File: config.mk
export PLATFORM = sky130hd
export DESIGN_NAME = rr_mux_arbiter_flat
export DESIGN_NICKNAME = d
export VERILOG_FILES = /design/src/rtl/rr_mux_arbiter_if.sv /design/src/rtl/rr_mux_arbiter.sv /design/src/flat_wrapper.sv
export SDC_FILE = /design/constraint.sdc
export NUM_CORES = 1
export LEC_CHECK = 0
export CORE_MARGIN = 1
export CORE_UTILIZATION = 38
export DETAILED_ROUTE_END_ITERATION = 8
export PLACE_DENSITY_LB_ADDON = 0.05
export REMOVE_ABC_BUFFERS = 1
export SLEW_MARGIN = 30
export SYNTH_ARGS = -nofsm -noshare
export SYNTH_HDL_FRONTEND = slang
export SYNTH_SLANG_ARGS = --single-unit
File: constraint.sdc
create_clock -name clk -period 1.95 [get_ports clk]
set_clock_uncertainty 0.2 [all_clocks]
set_input_delay 0.39 -clock clk [delete_from_list [all_inputs] [get_ports clk]]
set_output_delay 0.39 -clock clk [all_outputs]
set_load 0.05 [all_outputs]
File: src/rtl/rr_mux_arbiter_if.sv
// Bus bundle for the two-source round-robin mux arbiter: two request/data
// sources on one side, a registered output word with valid/ready on the other.
interface rr_mux_arbiter_if #(
   parameter int WIDTH = 8
);
   logic             req0;
   logic [WIDTH-1:0] d0;
   logic             gnt0;
   logic             req1;
   logic [WIDTH-1:0] d1;
   logic             gnt1;
   logic [WIDTH-1:0] q;
   logic             q_valid;
   logic             q_ready;
   logic             sel;
   logic             busy;

   // Producer/consumer side: drives requests, data and ready.
   modport master (
      output req0, d0, req1, d1, q_ready,
      input  gnt0, gnt1, q, q_valid, sel, busy
   );

   // Arbiter side.
   modport slave (
      input  req0, d0, req1, d1, q_ready,
      output gnt0, gnt1, q, q_valid, sel, busy
   );
endinterface

File: src/rtl/rr_mux_arbiter.sv
// Two-requester round-robin arbiter driving a registered 2:1 mux into a
// single-entry valid/ready output stage. A saturating burst counter bounds
// consecutive grants to one owner while the other source is waiting.
module rr_mux_arbiter #(
   parameter int WIDTH     = 8,
   parameter int BURST_MAX = 4
) (
   input  logic             clk,
   input  logic             rst,
   rr_mux_arbiter_if.slave  bus
);

   localparam int             CW    = $clog2(BURST_MAX + 1);
   localparam logic [CW-1:0]  C_MAX = CW'(BURST_MAX);

   localparam logic [1:0] ST_IDLE   = 2'd0;
   localparam logic [1:0] ST_SERVE0 = 2'd1;
   localparam logic [1:0] ST_SERVE1 = 2'd2;

   logic [1:0]       r_state;
   logic [CW-1:0]    r_cnt;
   logic             r_last;
   logic [WIDTH-1:0] r_q;
   logic             r_q_valid;
   logic             r_sel;

   logic             w_slot_free;
   logic             w_gnt0;
   logic             w_gnt1;
   logic             w_gnt_any;
   logic             w_own_req;
   logic             w_oth_req;
   logic [1:0]       w_other_st;
   logic [CW-1:0]    w_cnt_inc;
   logic [1:0]       w_state_nxt;
   logic [CW-1:0]    w_cnt_nxt;

   // A new word may enter the output stage if it is empty or being drained.
   assign w_slot_free = !r_q_valid || bus.q_ready;
   assign w_gnt0      = (r_state == ST_SERVE0) && bus.req0 && w_slot_free;
   assign w_gnt1      = (r_state == ST_SERVE1) && bus.req1 && w_slot_free;
   assign w_gnt_any   = w_gnt0 || w_gnt1;

   // Owner-relative view so both SERVE states share one transition rule.
   assign w_own_req   = (r_state == ST_SERVE1) ? bus.req1 : bus.req0;
   assign w_oth_req   = (r_state == ST_SERVE1) ? bus.req0 : bus.req1;
   assign w_other_st  = (r_state == ST_SERVE1) ? ST_SERVE0 : ST_SERVE1;
   assign w_cnt_inc   = (r_cnt >= C_MAX) ? C_MAX : r_cnt + 1'b1;

   // Next-state and burst-count decision.
   always_comb begin
      // NOTE: every output of this block gets a default first so no path
      // leaves a variable unassigned, which would otherwise infer a latch.
      w_state_nxt = r_state;
      w_cnt_nxt   = r_cnt;
      case (r_state)
         ST_IDLE: begin
            w_cnt_nxt = '0;
            if (bus.req0 && bus.req1) begin
               w_state_nxt = r_last ? ST_SERVE0 : ST_SERVE1;
            end else if (bus.req0) begin
               w_state_nxt = ST_SERVE0;
            end else if (bus.req1) begin
               w_state_nxt = ST_SERVE1;
            end
         end
         ST_SERVE0, ST_SERVE1: begin
            if (!w_own_req) begin
               w_state_nxt = w_oth_req ? w_other_st : ST_IDLE;
               w_cnt_nxt   = '0;
            end else if (w_gnt_any) begin
               if ((w_cnt_inc == C_MAX) && w_oth_req) begin
                  w_state_nxt = w_other_st;
                  w_cnt_nxt   = '0;
               end else begin
                  w_cnt_nxt   = w_cnt_inc;
               end
            end
            // Stall: owner still requesting but slot busy; hold everything.
         end
         default: begin
            w_state_nxt = ST_IDLE;
            w_cnt_nxt   = '0;
         end
      endcase
   end

   // FSM state, burst counter, round-robin memory and registered select.
   always_ff @(posedge clk or negedge rst) begin
      if (!rst) begin
         r_state <= ST_IDLE;
         r_cnt   <= '0;
         r_last  <= 1'b1;
         r_sel   <= 1'b0;
      end else begin
         // NOTE: sequential state uses non-blocking assignments so every
         // register samples pre-edge values regardless of statement order.
         r_state <= w_state_nxt;
         r_cnt   <= w_cnt_nxt;
         r_sel   <= (w_state_nxt == ST_SERVE1);
         if (w_gnt0) begin
            r_last <= 1'b0;
         end else if (w_gnt1) begin
            r_last <= 1'b1;
         end
      end
   end

   // Output stage: capture the granted word, or drain when consumed.
   always_ff @(posedge clk or negedge rst) begin
      if (!rst) begin
         r_q       <= '0;
         r_q_valid <= 1'b0;
      end else begin
         if (w_gnt0) begin
            r_q       <= bus.d0;
            r_q_valid <= 1'b1;
         end else if (w_gnt1) begin
            r_q       <= bus.d1;
            r_q_valid <= 1'b1;
         end else if (r_q_valid && bus.q_ready) begin
            r_q_valid <= 1'b0;
         end
      end
   end

   assign bus.gnt0    = w_gnt0;
   assign bus.gnt1    = w_gnt1;
   assign bus.q       = r_q;
   assign bus.q_valid = r_q_valid;
   assign bus.sel     = r_sel;
   assign bus.busy    = (r_state != ST_IDLE);

endmodule

File: src/flat_wrapper.sv
// flat-port wrapper written by rule: the top's interface ports become plain ports
module rr_mux_arbiter_flat 
#(
   parameter int WIDTH     = 8,
   parameter int BURST_MAX = 4
)
  (clk, rst, bus_req0, bus_d0, bus_req1, bus_d1, bus_q_ready, bus_gnt0, bus_gnt1, bus_q, bus_q_valid, bus_sel, bus_busy);
  rr_mux_arbiter_if #(.WIDTH(WIDTH)) bus_i ();
  input  logic clk;
  input  logic rst;
  input wire logic [$bits(bus_i.req0)-1:0] bus_req0;
  input wire logic [$bits(bus_i.d0)-1:0] bus_d0;
  input wire logic [$bits(bus_i.req1)-1:0] bus_req1;
  input wire logic [$bits(bus_i.d1)-1:0] bus_d1;
  input wire logic [$bits(bus_i.q_ready)-1:0] bus_q_ready;
  output wire logic [$bits(bus_i.gnt0)-1:0] bus_gnt0;
  output wire logic [$bits(bus_i.gnt1)-1:0] bus_gnt1;
  output wire logic [$bits(bus_i.q)-1:0] bus_q;
  output wire logic [$bits(bus_i.q_valid)-1:0] bus_q_valid;
  output wire logic [$bits(bus_i.sel)-1:0] bus_sel;
  output wire logic [$bits(bus_i.busy)-1:0] bus_busy;
  assign bus_i.req0 = bus_req0;
  assign bus_i.d0 = bus_d0;
  assign bus_i.req1 = bus_req1;
  assign bus_i.d1 = bus_d1;
  assign bus_i.q_ready = bus_q_ready;
  assign bus_gnt0 = bus_i.gnt0;
  assign bus_gnt1 = bus_i.gnt1;
  assign bus_q = bus_i.q;
  assign bus_q_valid = bus_i.q_valid;
  assign bus_sel = bus_i.sel;
  assign bus_busy = bus_i.busy;
  rr_mux_arbiter #(.WIDTH(WIDTH), .BURST_MAX(BURST_MAX)) u_core (.clk(clk), .rst(rst), .bus(bus_i));
endmodule
**Word level (Yosys, flattened, before mapping)**

Cells that the tools add are included.
W data, S select, Z words.

- Logic and storage cells: 52
- Output and inout port bits: 13
- Bits in writable memories: 0
- Bits of input ports: 21
- Register bits after elaboration: 16
- Bits in latches: 0
- Memories: 0
- Bits in read-only memories: 0

- Shift operators: 0
- Add/sub/neg operators: 1
- Bitwise operators: 0
- Multiply operators: 0
- Multiplexer cells: 24
- Reductions and logical operators: 15
- Eq/ne operators: 5
- $lt $le $gt $ge: 1
- Div/mod/pow operators: 0

Operators with widths:

| operator | number |
|---|---|
| $mux W2 | 9 |
| $mux W8 | 2 |
| $mux W3 | 5 |
| $logic_and A1 B1 Y1 | 7 |
| $mux W1 | 7 |
| $eq A2 B2 Y1 const B | 2 |
| $pmux W2 S2 | 1 |
| $reduce_bool A2 Y1 | 2 |
| $add A3 B1 Y3 const B | 1 |
| $eq A3 B3 Y1 const B | 1 |
| $ge A3 B3 Y1 const B | 1 |
| $ne A3 B2 Y1 const B | 1 |
| $reduce_bool A3 Y1 | 1 |
| $eq A2 B1 Y1 const B | 1 |
| $logic_not A2 Y1 | 1 |
| $logic_or A1 B1 Y1 | 2 |
| $reduce_or A2 Y1 | 1 |
| $logic_not A1 Y1 | 1 |

**Logic depth before layout (Yosys ltp)**

- Word-level depth: 9
- Depth in mapped cells: 7
- Mapped depth without buffers: 7

**Worst setup path after synthesis**

OpenSTA, ideal clock, no wires.

- Path kind: register to register
- Start: register u_core.r_state[0]
- End: register u_core.r_sel (netlist: u_core.bus.sel)
- Required time: 1.630 ns
- Arrival time: 1.716 ns
- Path slack: -0.086 ns
- Cell stages (with the launch flop): 8
- Setup time: 0.120 ns
- Buffers on the path: 0
- Clock period less this slack: 2.036 ns
- Cell sequence: dfrtp_1 > inv_1 > ha_1 > a22oi_2 > a21oi_2 > a311o_1 > a32o_1 > and4_1

- Cells in the longest elaborated chain, start to end: 8
- Elaborated cells between the ends (all ways): 22
- Classes of those cells: eq/ne (3); mux (11); reduce/logical (8)

Ends and longest elaborated chain:

| element | RTL line | source |
|---|---|---|
| start: declaration | rr_mux_arbiter.sv:20 | `logic [1:0] r_state;` |
| start signal: assignment | rr_mux_arbiter.sv:98 | `r_state <= w_state_nxt;` |
| $eq A2 B2 Y1 or $eq A2 B1 Y1 (tied branches) | - |  |
| $mux W1, or another cell as far along | rr_mux_arbiter.sv:46 | `assign w_oth_req = (r_state == ST_SERVE1) ? bus.req0 : bus.req1;` |
| $logic_and A1 B1 Y1, on equally long branches | rr_mux_arbiter.sv:72, rr_mux_arbiter.sv:40, rr_mux_arbiter.sv:41 |  |
| $mux W2 or $logic_or A1 B1 Y1 (tied branches) | rr_mux_arbiter.sv:72, rr_mux_arbiter.sv:42 |  |
| $mux W2 | rr_mux_arbiter.sv:71 | `end else if (w_gnt_any) begin` |
| $mux W2 | rr_mux_arbiter.sv:68 | `if (!w_own_req) begin` |
| $pmux W2 S2 * | rr_mux_arbiter.sv:56 | `case (r_state)` |
| named net u_core.w_state_nxt[1] | rr_mux_arbiter.sv:35 | `logic [1:0] w_state_nxt;` |
| $eq A2 B2 Y1 * | rr_mux_arbiter.sv:100 | `r_sel <= (w_state_nxt == ST_SERVE1);` |
| end signal: assignment | rr_mux_arbiter.sv:100 |  |
| end: declaration | rr_mux_arbiter.sv:25 | `logic r_sel;` |

The timed path passes the listed nets; every way through them passes the cells marked *.
A chain may end at the register's enable or synchronous reset.

**Worst setup path in the final report**

Ends and elaborated chain as after synthesis.

==> metrics.csv <==
stage,metric,value,unit
cts,CTS Root Cell,clkbuf_4,
finish,"most common cell after layout, fill and taps aside",buf_4,
drt,via count,886,
cts,CTS Sinks,16,
cts,CTS tree,built,
critical_path,"Largest stage delay, worst path",0.42,ns
timing,final setup fails,1,
timing,Slew Limit Headroom,83.3,%
synth,YS warnings,0,
cts,clk buf depth,2,
synth,dominant cell type by area after synthesis,dfrtp_1,
drt,# DRC,0,
drt,Iter 0 DRT Violations,10,
placed_design,placed cells,172,
synth,share of the yosys chip area belonging to registers,42.6,%
placed_design,DP Wirelength,1820,um
synth,syn_area_per_cell,9.42,um^2
critical_path,WP data required,1.94,ns
finish,area grow syn2layout,60.8,%
hold_path,worst hold path type,in -> async,
die,die footprint,0.00268,mm^2
placed_design,GPL Wtd Cong,0.841,
cts,"Reg clk slew, reported paths",0.10,ns
die,io pins,34,
critical_path,Startpoint Class,register,
drt,Vias/cell,4.92,
grt,largest net degree at the start of global routing,17,
finish,ratio of cells with drive above 1 in the final layout,34.9,%
drt,drt total wl,2350,um
cts,Inserted Clock Buffers,3,
grt,first-pass GRT wire length,4020,um
timing,Setup TNS Final,-0.0233,ns
timing,Final Hold Fails,0,
finish,diodes inserted,0,
die,starting density of the core,41.4,%
timing,Hold Slack,0.202,ns
grt,antenna violations before repair,0,
critical_path,CP startpoint,u_core.r_state[0],
grt,vias in the first global route,899,
die,Die Ht,51.8,um
drt,Detailed Routing Iterations Pass 1,4,
cts,clock latency on the worst-skew pair,0.29,ns
outcome,failing checks,setup timing,
timing,fin crit share,101,%
power_and_ir_drop,pwr dens,1610,mW/mm^2
critical_path,CP Class,reg -> reg,
synth,flip-flop and latch count after synthesis,16,
critical_path,reg2reg end,u_core.bus.sel,
critical_path,CP Capture Type,register,
grt,gr usage total,20.9,%
finish,fin nets,180,
cts,H-tree depth,1,
critical_path,CP Max Fanout,6,
die,number of core rows,17,
critical_path,critical path's slowest cell,dfrtp_1,
synth,Cells after Synth,100,
critical_path,Crit Reg-Reg Startpoint,u_core.r_state[0],
finish,final non-filler cell total,180,
run,maxcap violations,0,
finish,Util after Layout,66.6,%
die,Die W,51.8,um
finish,fill cell count,204,
critical_path,worst-path cell chain,inv_2 -> ha_4 -> mux2i_2 -> a21oi_2 -> a311o_1 -> a32o_2 -> and4_1,
placed_design,Port Buffers,33,
synth,post-synth top area share,39.8,%
drt,Final ANT Viol Nets,0,
power_and_ir_drop,leakage,0.689,nW
finish,"commonest cells after routing, fill and taps aside","28 x buf_4, 17 x clkdlybuf4s50_1, 15 x dfrtp_1, 14 x nor2_1, 11 x a21oi_1",
critical_path,r2r setup slk,-0.02,ns
outcome,status,"complete, but fails checks",
die,total core area,0.00228,mm^2
timing,Worst Tran Pin Value,0.249,ns
critical_path,CP endpoint,u_core.bus.sel,
critical_path,worst path arrival time,1.96,ns
drt,wire per inst,13.1,um
synth,Post-Syn Area,942,um^2
finish,fin area,0.00152,mm^2
power_and_ir_drop,Peak supply drop,0.981,mV
grt,total congestion overflow,0,
critical_path,reg2reg path depth,7,
synth,synth unique cells,29,
timing,RSZ-0062 raised after global routing,yes,
placed_design,Area after DPL,0.00140,mm^2
cts,"Hold-fix buffers, CTS",0,
timing,fin. max-slew vios,0,
timing,slack of the critical path,-0.0233,ns
timing,Max Freq,507,MHz
timing,min Tclk post-route,1.97,ns
synth,"top cells by area, synth","dfrtp_1 40%, mux2i_1 9.6%, ha_1 8.0%, a21oi_1 5.8%, nor2_1 5.6%",
## power by group
part	leakage (nW)	switching (mW)	total, mW	internal (mW)
clock network	0.0210	0.107	0.221	0.114
logic	0.475	0.936	1.64	0.703
registers	0.193	0.0968	0.577	0.481
## synth_stat cells
master,number
dfrtp_1,15
nor2_1,14
a21oi_1,11
inv_1,10
mux2i_1,9
ha_1,6
nand2_1,4
a31oi_1,3
nand2b_1,3
a21oi_2,2
and3_1,2
nand3_1,2
nand4_1,2
o21ai_0,2
a211oi_1,1
a21o_1,1
a22oi_1,1
a22oi_2,1
a311o_1,1
a32o_1,1
and4_1,1
buf_2,1
buf_6,1
clkbuf_1,1
dfstp_2,1
mux2_2,1
nor2b_1,1
o211ai_1,1
o22ai_1,1
## final cells by class
class / count / area (um^2) / share of cell area (%)
Clock buffer: 4 / 36.3 / 2.39
Inverter: 10 / 37.5 / 2.48
Sequential cell: 16 / 402 / 26.5
Multi-Input combinational cell: 71 / 538 / 35.5
Timing Repair Buffer: 51 / 467 / 30.8
Tap cell: 28 / 35.0 / 2.31
## through the flow
stage	worst slack (ns)	power, mW
6_report	-0.0233	2.44
5_1_grt	-0.113	2.60
4_1_cts	-0.0241	2.38
3_5_place_dp	-0.292	2.07
3_3_place_gp	-0.266	2.05
2_1_floorplan	-0.421	1.49
## cell families after synthesis
| kind of cell | synth area share, % |
|---|---|
| buf+inv | 6.11 |
| mux | 10.8 |
| simple gates | 14.5 |
| compound gates | 18.1 |
| fa+ha+maj | 7.97 |
| flops | 42.6 |
## worst min path at each step
stage / start / end / slack [ns] / cells after the start
floorplan: rst / u_core.bus.q[0] / -0.11 / 0
global placement: u_core.r_last / u_core.r_last / 0.31 / 2
detailed placement: u_core.r_last / u_core.r_last / 0.32 / 2
CTS: rst / u_core.bus.q[4] / 0.21 / 2
global route: rst / u_core.bus.q[4] / 0.21 / 2
finish: rst / u_core.bus.q[4] / 0.20 / 2
## registers in the layout, summed over array words and instances (netlist names)
name and count:
u_core.bus.q 8, u_core.bus.q_valid 1, u_core.r_cnt 3, u_core.bus.sel 1, u_core.r_last 1, u_core.r_state 2
## what timing repair did
item                       CTS  global route
resized for setup           15             5
pin swaps                    5             2
setup endpoints to repair   10             5
buffers inserted             3             1
## per-layer routing
metal | routed length [um] | GRT usage [%] | up-vias
met1 | 1060 | 28.1 | 409
li1 | - | - | 452
met2 | 1190 | 33.3 | 23
met4 | 21 | 6.76 | 0
met3 | 85 | 4.39 | 2
met5 | 0 | 0 | -
## worst max-delay path, delay by kind of cell, from the launching register on
family | cells | cell delay, ns
muxes | 1 | 0.23
DFF | 1 | 0.42
buffers and inverters | 1 | 0.09
and+or+nand+nor | 1 | 0.17
AOI/OAI and AO/OA | 3 | 0.57
adders and majority gates | 1 | 0.19
Power figures use the tool's default switching activity.
